`config.mk`:
```
export PLATFORM = sky130hd
export DESIGN_NAME = decode_stage
export DESIGN_NICKNAME = d
export VERILOG_FILES = /design/src/rtl/decode_stage.sv
export SDC_FILE = /design/constraint.sdc
export NUM_CORES = 1
export LEC_CHECK = 0
export BUFFER_PORTS_ARGS = -buffer_cell sky130_fd_sc_hd__buf_4
export CORE_UTILIZATION = 40
export DETAILED_ROUTE_END_ITERATION = 10
export MAX_ROUTING_LAYER = met4
export PLACE_DENSITY = 0.8
export SLEW_MARGIN = 20
export SYNTH_ARGS = -nofsm -noshare
export SYNTH_HDL_FRONTEND = slang
export SYNTH_SLANG_ARGS = --single-unit
```
`constraint.sdc`:
```
create_clock -name clk0 -period 4.5 [get_ports clk0]
set_clock_uncertainty 0.15 [all_clocks]
set_input_delay 1.35 -clock clk0 [delete_from_list [all_inputs] [get_ports clk0]]
set_output_delay 1.35 -clock clk0 [all_outputs]
set_load 0.1 [all_outputs]
```
`src/rtl/decode_stage.sv`:
```
// RiSC-16 decode stage: field decode, register-file port drive, pending-write
// scoreboard for RAW stalls and a one-entry output register toward execute.
module decode_stage #(
    parameter logic [15:0] RST_PC = 16'h0000
) (
    input  logic        clk0,
    input  logic        rst,
    input  logic        in_valid,
    output logic        in_ready,
    input  logic [15:0] in_instr,
    input  logic [15:0] in_pc,
    output logic        out_valid,
    input  logic        out_ready,
    output logic [2:0]  out_op,
    output logic [2:0]  out_tgt,
    output logic        out_wr,
    output logic [15:0] out_imm,
    output logic [15:0] out_pc,
    output logic [15:0] out_src1_data,
    output logic [15:0] out_src2_data,
    input  logic        flush,
    input  logic        wb_valid,
    input  logic [2:0]  wb_addr,
    input  logic [15:0] wb_data,
    output logic [2:0]  rf_src1_addr,
    output logic [2:0]  rf_src2_addr,
    output logic [2:0]  rf_tgt_addr,
    output logic [15:0] rf_tgt_data,
    output logic        rf_werf,
    output logic        rf_csb0,
    input  logic [15:0] rf_src1_data,
    input  logic [15:0] rf_src2_data
);

    localparam logic [2:0] OP_ADD  = 3'b000;
    localparam logic [2:0] OP_ADDI = 3'b001;
    localparam logic [2:0] OP_NAND = 3'b010;
    localparam logic [2:0] OP_LUI  = 3'b011;
    localparam logic [2:0] OP_SW   = 3'b100;
    localparam logic [2:0] OP_LW   = 3'b101;
    localparam logic [2:0] OP_BEQ  = 3'b110;

    logic [2:0]         dec_op;
    logic [2:0]         dec_ra;
    logic [2:0]         dec_rb;
    logic [2:0]         dec_rc;
    logic [2:0]         dec_src1;
    logic [2:0]         dec_src2;
    logic [2:0]         dec_tgt;
    logic               dec_wr;
    logic signed [15:0] dec_imm;

    logic [7:0]         pending;
    logic [7:0]         pending_nxt;
    logic               hazard;
    logic               accept;

    logic               vld_p1;
    logic [2:0]         op_p1;
    logic [2:0]         tgt_p1;
    logic               wr_p1;
    logic signed [15:0] imm_p1;
    logic [15:0]        pc_p1;
    logic [2:0]         src1_p1;
    logic [2:0]         src2_p1;

    function automatic logic signed [15:0] sext7(input logic [6:0] v);
        return {{9{v[6]}}, v};
    endfunction

    always_comb begin
        dec_op   = in_instr[15:13];
        dec_ra   = in_instr[12:10];
        dec_rb   = in_instr[9:7];
        dec_rc   = in_instr[2:0];
        dec_src1 = 3'd0;
        dec_src2 = 3'd0;
        dec_tgt  = 3'd0;
        dec_imm  = '0;
        case (dec_op)
            OP_ADD, OP_NAND: begin
                dec_src1 = dec_rb;
                dec_src2 = dec_rc;
                dec_tgt  = dec_ra;
            end
            OP_ADDI, OP_LW: begin
                dec_src1 = dec_rb;
                dec_tgt  = dec_ra;
                dec_imm  = sext7(in_instr[6:0]);
            end
            OP_LUI: begin
                dec_tgt  = dec_ra;
                dec_imm  = {in_instr[9:0], 6'b0};
            end
            OP_SW: begin
                dec_src1 = dec_rb;
                dec_src2 = dec_ra;
                dec_imm  = sext7(in_instr[6:0]);
            end
            OP_BEQ: begin
                dec_src1 = dec_ra;
                dec_src2 = dec_rb;
                dec_imm  = sext7(in_instr[6:0]);
            end
            default: begin
                dec_src1 = dec_rb;
                dec_tgt  = dec_ra;
            end
        endcase
        // Ops without a destination leave dec_tgt at r0, so this covers both terms.
        dec_wr = (dec_tgt != 3'd0);
    end

    // A writeback this cycle lands on the same edge as the read, so the
    // pre-update scoreboard is the right one to stall on.
    assign hazard   = pending[dec_src1] | pending[dec_src2];
    assign in_ready = ~rst & ~flush & (~vld_p1 | out_ready) & ~hazard;
    assign accept   = in_valid & in_ready;

    always_comb begin
        pending_nxt = pending;
        if (wb_valid) pending_nxt[wb_addr] = 1'b0;
        if (flush && vld_p1 && wr_p1) pending_nxt[tgt_p1] = 1'b0;
        if (accept && dec_wr) pending_nxt[dec_tgt] = 1'b1;
        pending_nxt[0] = 1'b0;
    end

    assign rf_csb0      = rst;
    assign rf_werf      = ~wb_valid;
    assign rf_tgt_addr  = wb_addr;
    assign rf_tgt_data  = wb_data;
    // Re-reading the held sources keeps operand data steady during a stall.
    assign rf_src1_addr = accept ? dec_src1 : src1_p1;
    assign rf_src2_addr = accept ? dec_src2 : src2_p1;

    // ---- stage p1: decoded instruction held for execute ----
    always_ff @(posedge clk0) begin
        if (rst) begin
            pending <= '0;
            vld_p1  <= 1'b0;
            op_p1   <= '0;
            tgt_p1  <= '0;
            wr_p1   <= 1'b0;
            imm_p1  <= '0;
            pc_p1   <= RST_PC;
            src1_p1 <= '0;
            src2_p1 <= '0;
        end else begin
            pending <= pending_nxt;
            if (flush)          vld_p1 <= 1'b0;
            else if (accept)    vld_p1 <= 1'b1;
            else if (out_ready) vld_p1 <= 1'b0;
            if (accept) begin
                op_p1   <= dec_op;
                tgt_p1  <= dec_tgt;
                wr_p1   <= dec_wr;
                imm_p1  <= dec_imm;
                pc_p1   <= in_pc;
                src1_p1 <= dec_src1;
                src2_p1 <= dec_src2;
            end
        end
    end

    assign out_valid     = vld_p1;
    assign out_op        = op_p1;
    assign out_tgt       = tgt_p1;
    assign out_wr        = wr_p1;
    assign out_imm       = imm_p1;
    assign out_pc        = pc_p1;
    assign out_src1_data = rf_src1_data;
    assign out_src2_data = rf_src2_data;

endmodule

```
==> flow_summary_export.csv, run 1 <==
group,metric,value,unit
run_status,status,"finished with violations",
run_status,violations,"setup timing",
layout,regArea,1060,µm²
worst_setup_path,cpMostUsedCell,"buf_12",
sta,finalMaxSlewViolations,0,
floorplanning,die_area,8310,µm²
worst_setup_path,r2r_cells,10,
worst_setup_path,crit_fanout,7,
worst_setup_path,cp-endpoint,"rf_src1_addr[2]",
grt,groute.usage.overall,20.8,%
cts,cts_max_level,2,
worst_setup_path,r2r_end,"out_pc[12]",
pwr,netSwitchingPower,446,µW
worst_setup_path,cp_cell_sequence,"buf_12 -> a21bo_4 -> a211o_4 -> mux2i_2 -> a211oi_2 -> a211oi_4 -> nand2_2 -> buf_12 -> mux2_4 -> buf_12",
layout,area_delta_synth_final,37.0,%
pwr,comb_power_share,36.0,%
pwr,sw_frac_of_total,36.0,%
synth,syn_area,3180,µm²
sta,setup_ws,-0.422,ns
synth,synth-main-ff-cell,"dfxtp_1",
drt,ant_nets,0,
cts,clk_path_buf_depth,2,
drt,drt-total-wl,8.55,mm
worst_setup_path,cp_num_buf_inv,3,
sta,relSlewSlack,33.2,%
pwr,p_int,792,µW
floorplanning,dieHeight,91.2,µm
synth,synth_fp_nets,443,
layout,drive_above_1_share,46.1,%
grt,grt_max_degree,37,
cts,cts.sinks,53,
pwr,fin_total_pwr,1240,µW
worst_setup_path,crit_path_end_kind,"output port",
worst_setup_path,reg2reg_from,"pending[7]",
grt,grt-ovfl-total,0,
floorplanning,fp-row-count,32,
synth,avgSynthCellArea,8.98,µm²
drt,avgRoutedWirePerCell,16.0,µm
layout,final_nets,522,
worst_setup_path,worstPathArrival,3.42,ns
pwr,seq_power_share,40.3,%
synth,synthCells,354,
sta,period_share,109,%
floorplanning,core,7690,µm²
synth,synth.distinct_cells,46,
cts,cts.clk_slew.worst_paths,0.09,ns
sta,fmax,203,MHz
worst_setup_path,critPathMaxStageDelay,0.36,ns
worst_setup_path,slowest_stage,"a211o_4",
worst_setup_path,worstPathRequired,3.00,ns
pwr,p_leak,0.00203,µW
worst_setup_path,startpoint_type,"primary input",
drt,dr.first_iter.drc_count,100,
synth,yosysWarningCount,0,
sta,tightest_slew,0.992,ns
sta,rsz0062_at_grt,"true",
pwr,p_clk_share,23.7,%
floorplanning,start_util,41.4,%
cts,cts-root-buf,"clkbuf_8",
sta,period_needed,4.92,ns
place,placedCellCount,515,
synth,ys_seq_elements,53,
layout,instances_no_fill,536,
place,hpwlAfterDp,6.01,mm
pwr,p_per_area,284,nW/µm²
synth,synthArstFlopShare,0,%
floorplanning,die_w,91.2,µm
cts,insertion_delay,0.31,ns
sta,setup_tns,-2.54,ns
layout,insertedDiodeCount,0,
worst_setup_path,critPathKind,"primary input to output port",
synth,synth_edf_count,0,
grt,grt_pass1_vias,2745,
worst_setup_path,rrSetupSlack,2.10,ns
cts,cts_tree,"done",
grt,antenna_found_initial,0,
worst_setup_path,crit_family,"compound AO/OA/AOI/OAI gates",
layout,nFillCells,679,
run,max_cap_violations,0,
floorplanning,ios,189,
place,port_buffers,92,
worst_setup_path,path_depth,10,
sta,final-setup-viol-count,7,
synth,seq_area_frac_synth,33.4,%
layout,final_core_util,56.7,%
layout,multiInputGateArea,1760,µm²
place,gp_congestion,0.869,
drt,drc,0,
drt,vias_per_cell,5.24,
cts,numCtsBuffers,5,
sta,finalHoldViolCount,0,
drt,firstDrtPassIters,4,
grt,grt_first_pass_wirelength,13.5,mm
sta,fin_hold_ws,0.317,ns
worst_setup_path,critPathLaunch,"in_instr[13]",
drt,vias,2806,
pwr,ir_worst_vdd,0.000121,V
worst_hold_path,hold_path.class,"flip-flop to flip-flop",
==> sequential cells by signal, summed over array words and instances, names as in the netlist <==
register,cells
src2_p1,3
out_tgt,3
pending,7
out_pc,16
src1_p1,3
out_wr,1
out_valid,1
out_op,3
out_imm,16
==> power groups by stage <==
stage          combinational [µW]  clock (µW)  sequential (µW)
2_1_floorplan                 373           0              624
3_3_place_gp                  399           0              509
3_5_place_dp                  402           0              510
4_1_cts                       438         305              499
5_1_grt                       464         325              501
6_report                      446         294              499
==> cell families (layout without fill, tap and decap cells) <==
group	Yosys count	count (layout)	share of synthesized area, %
simple gates	117	117	19.4
buf+inv	79	159	16.5
compound gates	58	58	12.9
flops	53	53	33.4
mux	47	47	17.9
==> cell usage in the layout, fill, tap and decap left out, types with 2 or more instances in the layout <==
cell type	instances
nor2_1	8
a21boi_0	2
a211oi_2	3
nand2_1	36
a211oi_4	3
clkbuf_8	7
inv_1	6
buf_12	11
mux2i_1	22
buf_16	2
o31ai_1	3
nor3b_2	2
o2111ai_1	2
nand4b_1	2
o21ai_0	4
o221ai_1	5
nand2b_1	8
mux2i_4	2
nand3_1	3
buf_4	126
a21oi_1	22
nor2b_1	24
nand4_1	2
o211ai_1	2
dfxtp_1	53
and3_4	2
mux2_2	3
and2_1	2
mux2_4	19
nor3_1	10
and3_1	9
buf_6	5
==> worst min-delay path by stage <==
stage / start / endpoint / slack, ns / cells after the start
2_1_floorplan: src2_p1[1] / src2_p1[1] / 0.30 / 2
3_3_place_gp: out_imm[5] / out_imm[5] / 0.30 / 2
3_5_place_dp: out_imm[12] / out_imm[12] / 0.30 / 2
4_1_cts: out_op[0] / out_op[0] / 0.32 / 2
5_1_grt: out_imm[5] / out_imm[5] / 0.34 / 2
6_report: out_imm[12] / out_imm[12] / 0.32 / 2
==> synth_stat cells (2+ instances only) <==
cell type / n / area [µm²]
buf_4: 54 / 405
dfxtp_1: 53 / 1060
nand2_1: 37 / 139
mux2i_1: 25 / 250
nor2b_1: 24 / 150
a21oi_1: 22 / 110
mux2_4: 19 / 285
and3_1: 11 / 68.8
nor3_1: 11 / 55.1
nor2_1: 9 / 33.8
clkbuf_1: 8 / 30.0
nand2b_1: 8 / 50.1
buf_2: 7 / 35.0
inv_1: 7 / 26.3
a211oi_1: 5 / 37.5
o221ai_1: 5 / 43.8
o21ai_0: 4 / 20.0
mux2_2: 3 / 33.8
nand3_1: 3 / 15.0
nor3b_1: 3 / 22.5
o31ai_1: 3 / 22.5
a211o_1: 2 / 17.5
a21boi_0: 2 / 15.0
and2_1: 2 / 12.5
buf_6: 2 / 22.5
nand4_1: 2 / 12.5
nand4b_1: 2 / 17.5
o2111ai_1: 2 / 17.5
o211ai_1: 2 / 15.0
==> repair_timing <==
| item | CTS | global route |
|---|---|---|
| pin swaps | 11 | 5 |
| resized for setup | 42 | 10 |
| gates cloned | 2 | 0 |
| hold buffers | 0 | 0 |
| buffers inserted | 11 | 1 |
| setup endpoints to repair | 7 | 7 |
==> stage by stage <==
stage	cell area, µm²	setup slack, ns
global placement	3900	-0.444
finish	4360	-0.422
CTS	4310	-0.398
floorplan	3300	-0.551
global route	4360	-0.501
detailed placement	3900	-0.494
==> metal layers <==
| metal | up-vias | wire (µm) | track usage, % |
|---|---|---|---|
| met4 | 0 | 238 | 7.94 |
| met1 | 1290 | 3520 | 25.7 |
| met2 | 154 | 4110 | 33.0 |
| met3 | 27 | 678 | 4.69 |
| li1 | 1335 | - | - |
| met5 | - | 0 | - |
==> worst min-delay path, stage by stage (launching register included) <==
cell and delay, ns:
dfxtp_1 0.32, nand2_1 0.05, mux2i_1 0.05
==> area by class of cell <==
type,instances,area share [%]
sequential,53,24.4
tap,102,2.93
inverter,7,0.689
clock buffer,7,2.21
timing repair buffer,144,29.3
multi-input combinational,222,40.4
clock inverter,1,0.115
(Power assumes the default switching activity.)
==> run 2: changes to the inputs <==
Settings changed: MAX_ROUTING_LAYER met4 to unset.
==> flow_summary_export.csv, run 2 (synthesized netlist as in run 1, its figures left out) <==
group,metric,value,unit
drt,avgRoutedWirePerCell,15.6,µm
layout,final_nets,524,
grt,grt_max_degree,37,
layout,final_area,4330,µm²
grt,groute.usage.overall,20.1,%
pwr,p_leak,0.00202,µW
drt,ant_nets,0,
drt,vias_per_cell,5.09,
run_status,status,"finished with violations",
sta,setup_tns,-2.72,ns
worst_setup_path,crit_fanout,7,
cts,numCtsBuffers,5,
drt,dr.first_iter.drc_count,54,
floorplanning,fp-row-count,32,
grt,grt.met1_usage,24.1,%
sta,fmax,201,MHz
cts,clk_path_buf_depth,2,
worst_hold_path,hold_path.class,"flip-flop to flip-flop",
sta,tightest_slew,0.981,ns
grt,grt_pass1_vias,2888,
pwr,p_per_area,278,nW/µm²
cts,cts_max_level,2,
run_status,violations,"setup timing",
sta,finalHoldViolCount,0,
layout,insertedDiodeCount,0,
layout,multiInputGateArea,1750,µm²
sta,setup_ws,-0.475,ns
floorplanning,start_util,41.4,%
floorplanning,ios,189,
worst_setup_path,worstPathRequired,3.00,ns
worst_setup_path,reg2reg_from,"pending[7]",
drt,drt-total-wl,8.38,mm
place,placed_area,3940,µm²
sta,rsz0062_at_grt,"true",
cts,insertion_delay,0.30,ns
sta,final-setup-viol-count,7,
drt,drc,0,
drt,firstDrtPassIters,4,
place,hpwlAfterDp,6.10,mm
worst_setup_path,rrSetupSlack,2.11,ns
layout,regArea,1060,µm²
layout,final_core_util,56.3,%
worst_setup_path,r2r_end,"out_op[1]",
grt,grt-ovfl-total,0,
sta,period_share,111,%
place,dp_slack,-0.553,ns
sta,relSlewSlack,34.0,%
floorplanning,core,7690,µm²
layout,final_cell_mix,"buf_4, dfxtp_1, nand2_1",
layout,instances_no_fill,538,
layout,final_common_cell,"buf_4",
cts,cts.clk_slew.worst_paths,0.08,ns
floorplanning,die_area,8310,µm²
worst_hold_path,whs_endpoint,"out_op[0]",
worst_setup_path,critPathLaunch,"in_instr[15]",
worst_setup_path,startpoint_type,"primary input",
cts,cts.sinks,53,
cts,cts_tree,"done",
drt,vias,2739,
place,placedCellCount,519,
worst_setup_path,critPathKind,"primary input to output port",
worst_setup_path,crit_path_end_kind,"output port",
layout,drive_above_1_share,45.0,%
place,port_buffers,92,
place,gp_congestion,0.853,
grt,antenna_found_initial,0,
floorplanning,die_w,91.2,µm
layout,area_delta_synth_final,36.2,%
worst_setup_path,r2r_cells,9,
worst_hold_path,worstHoldStart,"out_op[0]",
sta,period_needed,4.97,ns
grt,grt_use_met2,35.4,%
grt,grt_first_pass_wirelength,13.6,mm
worst_setup_path,worstPathArrival,3.47,ns
grt,globalRouteMet3Util,4.02,%
run,max_cap_violations,0,
pwr,ir_worst_vdd,0.000120,V
worst_hold_path,holdPathStages,2,
floorplanning,dieHeight,91.2,µm
layout,nFillCells,677,
sta,finalMaxSlewViolations,0,
grt,top_usage_layer,"met2",
cts,cts-root-buf,"clkbuf_8",
run 2: cell types whose count changed in the layout (fill, tap and decap cells not counted), moves of 2 or more:
cell      before  now
buf_6          5    2
buf_4        126  130
clkbuf_8       7    5
clkbuf_1       0    3
buf_12        11   13
run 2: routing by layer:
metal  vias up  routed length [µm]
met5         -                   0
met3        23                 509
met2       125                4160
met4         0                 178
li1       1338                   -
met1      1253                3540
run 2: cell type report:
| type | count | area share, % |
|---|---|---|
| multi-input combinational | 222 | 40.3 |
| timing repair buffer | 146 | 29.7 |
| sequential | 53 | 24.5 |
| tap | 102 | 2.95 |
| clock buffer | 8 | 1.85 |
| inverter | 7 | 0.693 |
run 2: power breakdown:
group	leakage [µW]	total, µW	switching (µW)	internal [µW]
logic	0.00155	443	279	164
registers	0.000431	499	11.3	488
clock network	0.0000395	260	148	111
run 2: critical path, stage by stage:
cell      delay, ns
buf_12         0.11
buf_6          0.12
a211oi_2       0.21
buf_4          0.16
mux2i_1        0.24
o211ai_1       0.19
a211oi_4       0.31
nand2_2        0.14
buf_12         0.16
mux2_4         0.31
buf_12         0.17
run 2: worst max path at each step:
stage,to
2_1_floorplan,rf_src1_addr[1]
5_1_grt,rf_src2_addr[1]
6_report,rf_src1_addr[0]
3_3_place_gp,rf_src1_addr[1]
4_1_cts,rf_src1_addr[2]
3_5_place_dp,rf_src2_addr[2]
run 2: what timing repair did:
item	in CTS	in global routing
buffers inserted	6	5
gates resized for setup	39	7
cloned	1	0
hold buffers	0	0
pin swaps	10	6
setup endpoints to repair	7	7
run 2: through the flow:
step,total power (µW),hold WS (ns)
after floorplan,998,0.297
after global placement,912,0.300
after detailed placement,917,0.302
after CTS,1200,0.315
after global routing,1260,0.351
final,1200,0.311
